$ cat config.mk
export PLATFORM = sky130hd
export DESIGN_NAME = piso_serializer
export DESIGN_NICKNAME = d
export VERILOG_FILES = /design/src/rtl/piso_serializer.sv
export SDC_FILE = /design/constraint.sdc
export NUM_CORES = 1
export LEC_CHECK = 0
export ABC_AREA = 1
export CELL_PAD_IN_SITES_DETAIL_PLACEMENT = 0
export CELL_PAD_IN_SITES_GLOBAL_PLACEMENT = 1
export CORE_MARGIN = 2
export CORE_UTILIZATION = 32
export DETAILED_ROUTE_END_ITERATION = 8
export PLACE_DENSITY_LB_ADDON = 0.15
export SYNTH_ARGS = -nofsm -noshare
export SYNTH_HDL_FRONTEND = slang
export SYNTH_SLANG_ARGS = --single-unit
$ cat constraint.sdc
create_clock -name clk -period 1.6 [get_ports clk]
set_input_delay 0.24 -clock clk [delete_from_list [all_inputs] [get_ports clk]]
set_output_delay 0.24 -clock clk [all_outputs]
set_load 0.1 [all_outputs]
$ cat src/rtl/piso_serializer.sv
// Parallel-in / serial-out transmitter.
// A WIDTH-bit word is accepted on a valid/ready port and sent one bit per clock
// on ser_out, with its complement on ser_out_n. The next word can be loaded on
// the last bit cycle of the current frame, so frames can run back to back with
// no idle gap. All outputs come from registered state only.
module piso_serializer #(
    parameter int WIDTH     = 8,   // bits per frame, must be >= 2
    parameter int MSB_FIRST = 1    // 1: bit WIDTH-1 leaves first, 0: bit 0 leaves first
) (
    input  logic             clk,
    input  logic             rst_n,
    input  logic             load_valid,
    input  logic [WIDTH-1:0] load_data,
    output logic             load_ready,
    output logic             ser_out,
    output logic             ser_out_n,
    output logic             ser_valid,
    output logic             frame_start,
    output logic             frame_end
);

    // Bit counter width; WIDTH >= 2 keeps this at least 1.
    localparam int CNT_W = $clog2(WIDTH);

    localparam logic [CNT_W-1:0] CNT_LAST = CNT_W'(WIDTH - 1);
    localparam logic [CNT_W-1:0] CNT_ZERO = '0;
    localparam logic [CNT_W-1:0] CNT_ONE  = CNT_W'(1);

    // FSM encoding
    localparam logic [0:0] ST_IDLE  = 1'b0;
    localparam logic [0:0] ST_SHIFT = 1'b1;

    logic [0:0]       state_q;
    logic [0:0]       state_d;
    logic [WIDTH-1:0] shreg_q;
    logic [WIDTH-1:0] shreg_d;
    logic [CNT_W-1:0] cnt_q;
    logic [CNT_W-1:0] cnt_d;

    logic             in_shift;
    logic             last_bit;
    logic             accept;
    logic             out_bit;
    logic [WIDTH-1:0] shreg_shifted;

    // ------------------------------------------------------------------
    // Shift-register datapath: move every bit one place toward the output
    // end and fill the vacated far end with 0.
    // ------------------------------------------------------------------
    genvar gi;
    generate
        for (gi = 0; gi < WIDTH; gi++) begin : g_shift
            if (MSB_FIRST != 0) begin : g_msb
                // Output end is bit WIDTH-1, so data moves upward.
                if (gi == 0) begin : g_fill
                    assign shreg_shifted[gi] = 1'b0;
                end else begin : g_move
                    assign shreg_shifted[gi] = shreg_q[gi-1];
                end
            end else begin : g_lsb
                // Output end is bit 0, so data moves downward.
                if (gi == WIDTH - 1) begin : g_fill
                    assign shreg_shifted[gi] = 1'b0;
                end else begin : g_move
                    assign shreg_shifted[gi] = shreg_q[gi+1];
                end
            end
        end

        if (MSB_FIRST != 0) begin : g_out_msb
            assign out_bit = shreg_q[WIDTH-1];
        end else begin : g_out_lsb
            assign out_bit = shreg_q[0];
        end
    endgenerate

    // ------------------------------------------------------------------
    // Handshake and status decode, all from registered state.
    // ------------------------------------------------------------------
    assign in_shift = (state_q == ST_SHIFT);
    assign last_bit = in_shift && (cnt_q == CNT_LAST);

    // Ready when idle, or on the final bit so the next frame follows with no gap.
    assign load_ready = (state_q == ST_IDLE) || last_bit;
    assign accept     = load_valid && load_ready;

    assign ser_valid   = in_shift;
    // Gate with ser_valid so the line is a clean 0 outside a frame.
    assign ser_out     = in_shift && out_bit;
    assign ser_out_n   = ~ser_out;
    assign frame_start = in_shift && (cnt_q == CNT_ZERO);
    assign frame_end   = last_bit;

    // Next-state logic: load on accept, shift mid-frame, clear when the frame ends unrefilled.
    always_comb begin
        state_d = state_q;
        shreg_d = shreg_q;
        cnt_d   = cnt_q;

        if (accept) begin
            // load_data is only looked at here, so X on it while idle is harmless.
            state_d = ST_SHIFT;
            shreg_d = load_data;
            cnt_d   = CNT_ZERO;
        end else if (in_shift) begin
            if (cnt_q != CNT_LAST) begin
                shreg_d = shreg_shifted;
                cnt_d   = cnt_q + CNT_ONE;
            end else begin
                // Frame finished with nothing queued behind it.
                state_d = ST_IDLE;
                shreg_d = '0;
                cnt_d   = CNT_ZERO;
            end
        end
    end

    // State registers; reset acts immediately and discards any partial frame.
    always_ff @(posedge clk or negedge rst_n) begin
        if (!rst_n) begin
            state_q <= ST_IDLE;
            shreg_q <= '0;
            cnt_q   <= CNT_ZERO;
        end else begin
            state_q <= state_d;
            shreg_q <= shreg_d;
            cnt_q   <= cnt_d;
        end
    end

`ifndef SYNTHESIS
    // Internal consistency checks for simulation.
    ap_cnt_range: assert property (@(posedge clk) disable iff (!rst_n)
        cnt_q <= CNT_LAST);

    ap_idle_clean: assert property (@(posedge clk) disable iff (!rst_n)
        (state_q == ST_IDLE) |-> ((shreg_q == '0) && (cnt_q == CNT_ZERO)));

    ap_flags_exclusive: assert property (@(posedge clk) disable iff (!rst_n)
        !(frame_start && frame_end));

    ap_complement: assert property (@(posedge clk) disable iff (!rst_n)
        ser_out_n == ~ser_out);
`endif

endmodule
; ---- Word-level counts from Yosys, hierarchy flattened
; Cells that the tools add are included.
[word_totals]
reg_bits = 12
wordCells = 24
in_bits = 11
out_inout_bits = 6
[classes]
eq_ne = 2
n_mux = 9
n_reduce_logical = 7
bitwise_logic = 2
add_sub_neg = 1
[op_table]
columns = op, n
row1 = 8-bit 2-to-1 mux, 3
row2 = 3-bit 2-to-1 mux, 3
row3 = 1-bit logical AND, 4
row4 = 3-bit by 1-bit adder with 3-bit output (second input constant), 1
row5 = 3-bit == test (second input constant), 1
row6 = 3-bit logical NOT, 1
row7 = 1-bit 2-to-1 mux, 3
row8 = 3-bit inequality test (second input constant), 1
row9 = 1-bit inverter, 2
row10 = 2-bit nonzero test, 1
row11 = 1-bit logical OR, 1

; ---- Longest topological paths before layout
; Gate-level depths: netlist of the first run.
[logic_depth]
word_depth = 5
ltp_mapped = 8
mapped_depth_nobuf = 8

; ---- Worst setup path before layout of the first run
; No wires, ideal clock.
[synth_path]
path_type = reg-to-output
start = register state_q (netlist: ser_valid)
end = output ser_out
arrival_ns = 2.811
slack_ns = -1.451
n_path_buf = 0
required_time_ns = 1.360
path_stages_with_launch = 3
cell_sequence = dfrtp_1 -> nand2_1 -> inv_1
[synth_via]
elab_chain_len = 1
[synth_rtl]
columns = element, line
row1 = "start, declared", 33  ; logic [0:0] state_q;
row2 = "start signal, assigned", 125  ; state_q <= state_d;
row3 = 1-bit logical AND, 89  ; assign ser_out = in_shift && out_bit;
row4 = "end, declared", 15  ; output logic ser_out,
; No other way between the ends.

; ---- Worst setup path in the final report of the first run
[layout_path]
start = register cnt_q[1]
end = output load_ready
[layout_via]
elab_chain_len = 3
[layout_rtl]
columns = element, line
row1 = "start, declared", 37  ; logic [CNT_W-1:0] cnt_q;
row2 = "start signal, assigned", 127  ; cnt_q <= cnt_d;
row3 = 3-bit == test, 81  ; assign last_bit = in_shift && (cnt_q == CNT_LAST);
row4 = 1-bit logical AND, 81
row5 = 1-bit logical OR, 84  ; assign load_ready = (state_q == ST_IDLE) || last_bit;
row6 = "end, declared", 14  ; output logic load_ready,
; No other way between the ends.

==> impl_metrics.tcl, run 1 <==
set metrics [dict create \
    ys_seq_area_share_pct 47.15 \
    syn_to_final_growth_pct 63.85 \
    synth_top_family_by_area "simple AND/OR/NAND/NOR gates" \
    rsz0062_at_grt "yes" \
    synthMuxAreaShare_pct 0 \
    finalHoldViolCount 0 \
    syn_avg_cell_area_um2 7.673 \
    setup_viol 0 \
    status "finished clean" \
    gr-total-overflow 0 \
    first_pass_iters 4 \
    die-area_mm2 0.002363 \
    place_congestion 0.7445 \
    place_ws_ps 160.6 \
    initial_core_util_pct 33.14 \
    finalMaxSlewViolations 0 \
    core_area_mm2 0.001922 \
    crit_arrival_ps 1320 \
    cap_viol_max_count 0 \
    cts_hold_buf 0 \
    min_period_ps 1561 \
    route.detailed.drc 0 \
    ioPinCount 17 \
    antenna_found_initial 0 \
    clk_path_buf_depth 2 \
    viasPerCell 4.382 \
    grt_max_degree 9 \
    power.density_mw_per_mm2 2130 \
    max_freq_mhz 640.6 \
    power.leakage_nw 0.5201 \
    power_frac_seq_pct 24.7 \
    switching_share_pct 48.79 \
    fp-row-count 16 \
    p_int_w 0.001138 \
    top_usage_layer "met2" \
    worst_setup_path_end_kind "output port" \
    synth-xor-area-share_pct 0 \
    grt_util_met2_pct 21.92 \
    die_x_um 48.61 \
    final_cell_mix "33 x nand2_1, 13 x nand3_1, 11 x dfrtp_1" \
    routed_wl_mm 1.474 \
    design_area_mm2 0.001044 \
    synth-simple-area-share_pct 35.95 \
    synthAdderAreaFrac_pct 5.894 \
    synth_compound_area_share_pct 1.572 \
    cts.htree.levels 1 \
    path_clk_slew_ps 80 \
    first_global_vias 552 \
    grtUsageTotal_pct 12.92 \
    combPwrFrac_pct 64.5 \
    period_share_pct 97.56 \
    ys_ff_latch 12 \
    crit_type "reg -> out" \
    cp_max_fo 2 \
    place_area_um2 940.9 \
    yosysWarnings 0 \
    fin_skew_ps 4.975 \
    drive_gt1_share_pct 30.28 \
    grt_pass1_wl_mm 2.352 \
    root_buffer "clkbuf_4" \
    p_clk_share_pct 10.7 \
    n_antenna_cell 0 \
    io_buffers 16 \
    synth_cell_types 11 \
    power.switching_w 0.001084 \
    use_met3_pct 4.630 \
    crit_required_ps 1360 \
    nNetsFinal 124 \
    peakVddDrop_v 0.001426 \
    max-slew-margin-rel_pct 78.18 \
    cp-start-kind "register" \
    cts_tree "yes" \
    use_met1_pct 16.24 \
    numClockSinks 12 \
    antenna_left 0 \
    layout_commonest_cell "nand2_1" \
    cts_inserted_buffers 3 \
    hpwlAfterDp_mm 1.149 \
    syn-num-nets 97 \
    die_h_um 48.61 \
    vias 596 \
    layout_setup_ws_ps 39.03 \
    tightest_slew_ps 326.3 \
    netlist_instances 83 \
    hp-class "in -> async" \
    insertion_delay_ps 270 \
    wire_per_inst_um 10.84 \
    dr.first_iter.drc_count 9 \
    netlist_area_um2 636.9 \
    fill_cells 199 \
]
-- cells in the mapped netlist (all sizes together) --
master	instances	area share, %
buf	1	1.8
nor2	2	1.6
o21ai	2	1.6
nand2	37	24
dfrtp	12	47
inv	13	7.7
nand3	13	10
ha	3	5.9
-- registers in the layout, summed over array words and instances (netlist names) --
register / flops
cnt_q: 3
ser_valid: 1
shreg_q: 8
-- power groups by stage --
stage,clock network [W],registers (W),logic (W)
6_report,0.000239,0.000549,0.00143
4_1_cts,0.000250,0.000539,0.00132
5_1_grt,0.000271,0.000562,0.00152
3_5_place_dp,0,0.000551,0.00126
3_3_place_gp,0,0.000546,0.00125
2_1_floorplan,0,0.000569,0.000806
-- worst max-delay path, cell delays in order (launching register included) --
cell and delay [ps]:
dfrtp_1 400, ha_2 200, ha_4 170, inv_4 60, nand2_4 50, buf_12 170
-- repair_timing --
| action | CTS | global route |
|---|---|---|
| resized for setup | 2 | 11 |
| setup endpoints to repair | 2 | 3 |
| buffers inserted | 2 | 1 |
| pin swaps | 0 | 3 |
-- worst paths after layout --
path | from | endpoint | slack [ps] | depth (start not counted)
min reg2reg | shreg_q[5] | shreg_q[5] | 480 | 2
min in group clk | shreg_q[5] | shreg_q[5] | 480 | 2
max reg2reg | cnt_q[1] | shreg_q[1] | 160 | 9
min | rst_n | shreg_q[6] | 220 | 1
max in group asynchronous | rst_n | shreg_q[2] | 970 | 2
max | cnt_q[1] | load_ready | 40 | 5
-- cell type report --
type                            count  area (µm²)  area share, %
Sequential cell                    12       304.0          29.14
Clock buffer                        4       36.28          3.477
Inverter                           13       57.56          5.516
Tap cell                           27       33.78          3.237
Timing Repair Buffer               23       276.5          26.50
Multi-Input combinational cell     57       335.3          32.13
-- routing by layer --
metal,wire length (µm),up-vias
met3,102,0
met2,757,18
met4,0,0
met1,614,273
li1,-,305
met5,0,-
-- cell families (layout without fill, tap and decap cells) --
logic type               count (synthesis)  after routing
AO/OA/AOI/OAI                            2              2
adder cells (fa/ha/maj)                  3              3
buffers and inverters                   14             40
flip-flops                              12             12
AND/OR/NAND/NOR                         52             52
-- metrics by stage --
stage,hold WS [ps],utilization [%],instances,TNS (ps),total power [W]
finish,223.8,54.30,136,0,0.002222
global placement,468.2,48.96,129,0,0.001796
global route,238.9,54.30,136,-26.53,0.002354
detailed placement,468.5,48.96,129,0,0.001814
CTS,233.8,51.76,135,0,0.002107
floorplan,-55.59,-,83,0,0.001375
No activity file was read; power rests on OpenSTA's default activity.
==> run 2, diff against run 1 <==
CELL_PAD_IN_SITES_DETAIL_PLACEMENT = 1   (was 0)
CELL_PAD_IN_SITES_GLOBAL_PLACEMENT = 2   (was 1)
CORE_UTILIZATION = 25   (was 32)
==> impl_metrics.tcl, run 2 (synthesis gave the netlist of run 1 again) <==
set metrics [dict create \
    status "finished clean" \
    die_h_um 54.47 \
    finalMaxSlewViolations 0 \
    cp-start-kind "register" \
    wire_per_inst_um 11.40 \
    grtUsageTotal_pct 13.33 \
    route.detailed.drc 0 \
    max_freq_mhz 636.4 \
    layout_commonest_cell "nand2_1" \
    peakVddDrop_v 0.001358 \
    path_clk_slew_ps 80 \
    nNetsFinal 124 \
    first_pass_iters 3 \
    first_global_vias 589 \
    cts_inserted_buffers 3 \
    min_period_ps 1571 \
    setup_viol 0 \
    clk_path_buf_depth 2 \
    place_ws_ps 141.1 \
    rsz0062_at_grt "yes" \
    drive_gt1_share_pct 30.28 \
    crit_chain "ha_2 -> ha_4 -> inv_4 -> nand2_4 -> buf_12" \
    power.leakage_nw 0.5206 \
    power.density_mw_per_mm2 2127 \
    fp-row-count 18 \
    syn_to_final_growth_pct 64.44 \
    hpwlAfterDp_mm 1.147 \
    die-area_mm2 0.002967 \
    core_area_mm2 0.002455 \
    hold_ws_ps 187.7 \
    rr_endpoint "shreg_q[1]" \
    initial_core_util_pct 25.94 \
    antenna_left 0 \
    regMostFlops "shreg_q" \
    layout_setup_ws_ps 28.60 \
    insertion_delay_ps 280 \
    fin_tns_setup_ps 0 \
    ioPinCount 17 \
    period_share_pct 98.21 \
    die_x_um 54.47 \
    cp_slowest_cell "dfrtp_1" \
    rr_worst_depth 9 \
    viasPerCell 4.338 \
    cp_max_fo 2 \
    finalHoldViolCount 0 \
    largest_reg_flops 8 \
    max-slew-margin-rel_pct 83.19 \
    grt_max_degree 11 \
    cp_slowest_stage_delay_ps 410 \
    vias 603 \
    io_buffers 16 \
    worst_setup_path_end_kind "output port" \
    reg2reg_from "cnt_q[0]" \
    critPathCapture "load_ready" \
    antenna_found_initial 0 \
    root_buffer "clkbuf_4" \
    gr-total-overflow 0 \
    crit_required_ps 1360 \
    hp-class "in -> async" \
    cts.htree.levels 1 \
    final_cell_mix "33 x nand2_1, 13 x nand3_1, 11 x dfrtp_1" \
    n_antenna_cell 0 \
    fin_skew_ps 4.500 \
    routed_wl_mm 1.584 \
    reg2reg_slack_ps 150 \
    total_power_w 0.002227 \
    numClockSinks 12 \
    dr.first_iter.drc_count 1 \
    worstSetupStartpoint "cnt_q[0]" \
    grt_pass1_wl_mm 2.628 \
    crit_arrival_ps 1330 \
    crit_type "reg -> out" \
    cap_viol_max_count 0 \
    place_congestion 0.7080 \
    tightest_slew_ps 251.4 \
    cts_tree "yes" \
]
run 2: cell counts in the layout (fill, tap and decap cells not counted):
No cell type changed its count.
run 2: repair_timing:
action / in CTS / in global routing
resized for setup: 8 / 5
gates cloned: 0 / 0
hold buffers: 0 / 0
endpoints found under the setup margin: 2 / 3
pin swaps: 2 / 2
setup buffers: 3 / 0
run 2: how the worst min path moves through the flow:
stage	start	endpoint	cells after the start
6_report	rst_n	cnt_q[2]	1
4_1_cts	rst_n	cnt_q[2]	1
5_1_grt	rst_n	cnt_q[2]	1
2_1_floorplan	rst_n	cnt_q[0]	0
3_3_place_gp	shreg_q[3]	shreg_q[3]	2
3_5_place_dp	shreg_q[0]	shreg_q[0]	2
run 2: cell type report:
type,instances,area [µm²]
fillers,294,1408
clock buffers,4,36.28
flip-flops and latches,12,304.0
multi-input cells,57,335.3
inverters,13,57.56
well taps,30,37.54
repair buffers,23,276.5
run 2: where the power goes:
part	total (W)	internal [W]	switching, W
Sequential	0.000545	0.000425	0.000119
Clock	0.000250	0.000138	0.000111
Combinational	0.00143	0.000564	0.000868
run 2: worst max-delay path, delay by kind of cell, from the launching register on:
kind                     cells  cell delay [ps]
AND/OR/NAND/NOR              1               60
adder cells (fa/ha/maj)      2              370
buffers and inverters        2              230
flip-flops                   1              410
run 2: routing by layer:
layer	track usage [%]	share of wire, %	up-vias
li1	-	-	306
met1	17.86	49	278
met2	19.28	44	15
met3	3.552	5.4	4
met4	7.500	1.5	0
met5	0	0	-
run 2: stage by stage:
| step | area, µm² | instances | utilization, % |
|---|---|---|---|
| global placement | 944.7 | 132 | 38.48 |
| CTS | 1027 | 139 | 41.85 |
| detailed placement | 944.7 | 132 | 38.48 |
| finish | 1047 | 139 | 42.66 |
| global route | 1047 | 139 | 42.66 |
| floorplan | 668.1 | 83 | - |
==> run 3, diff against run 2 <==
CTS_CLUSTER_DIAMETER = 120   (was default)
==> results of run 3 <==
The final DEF is identical to that of run 2; final timing and power are the same.
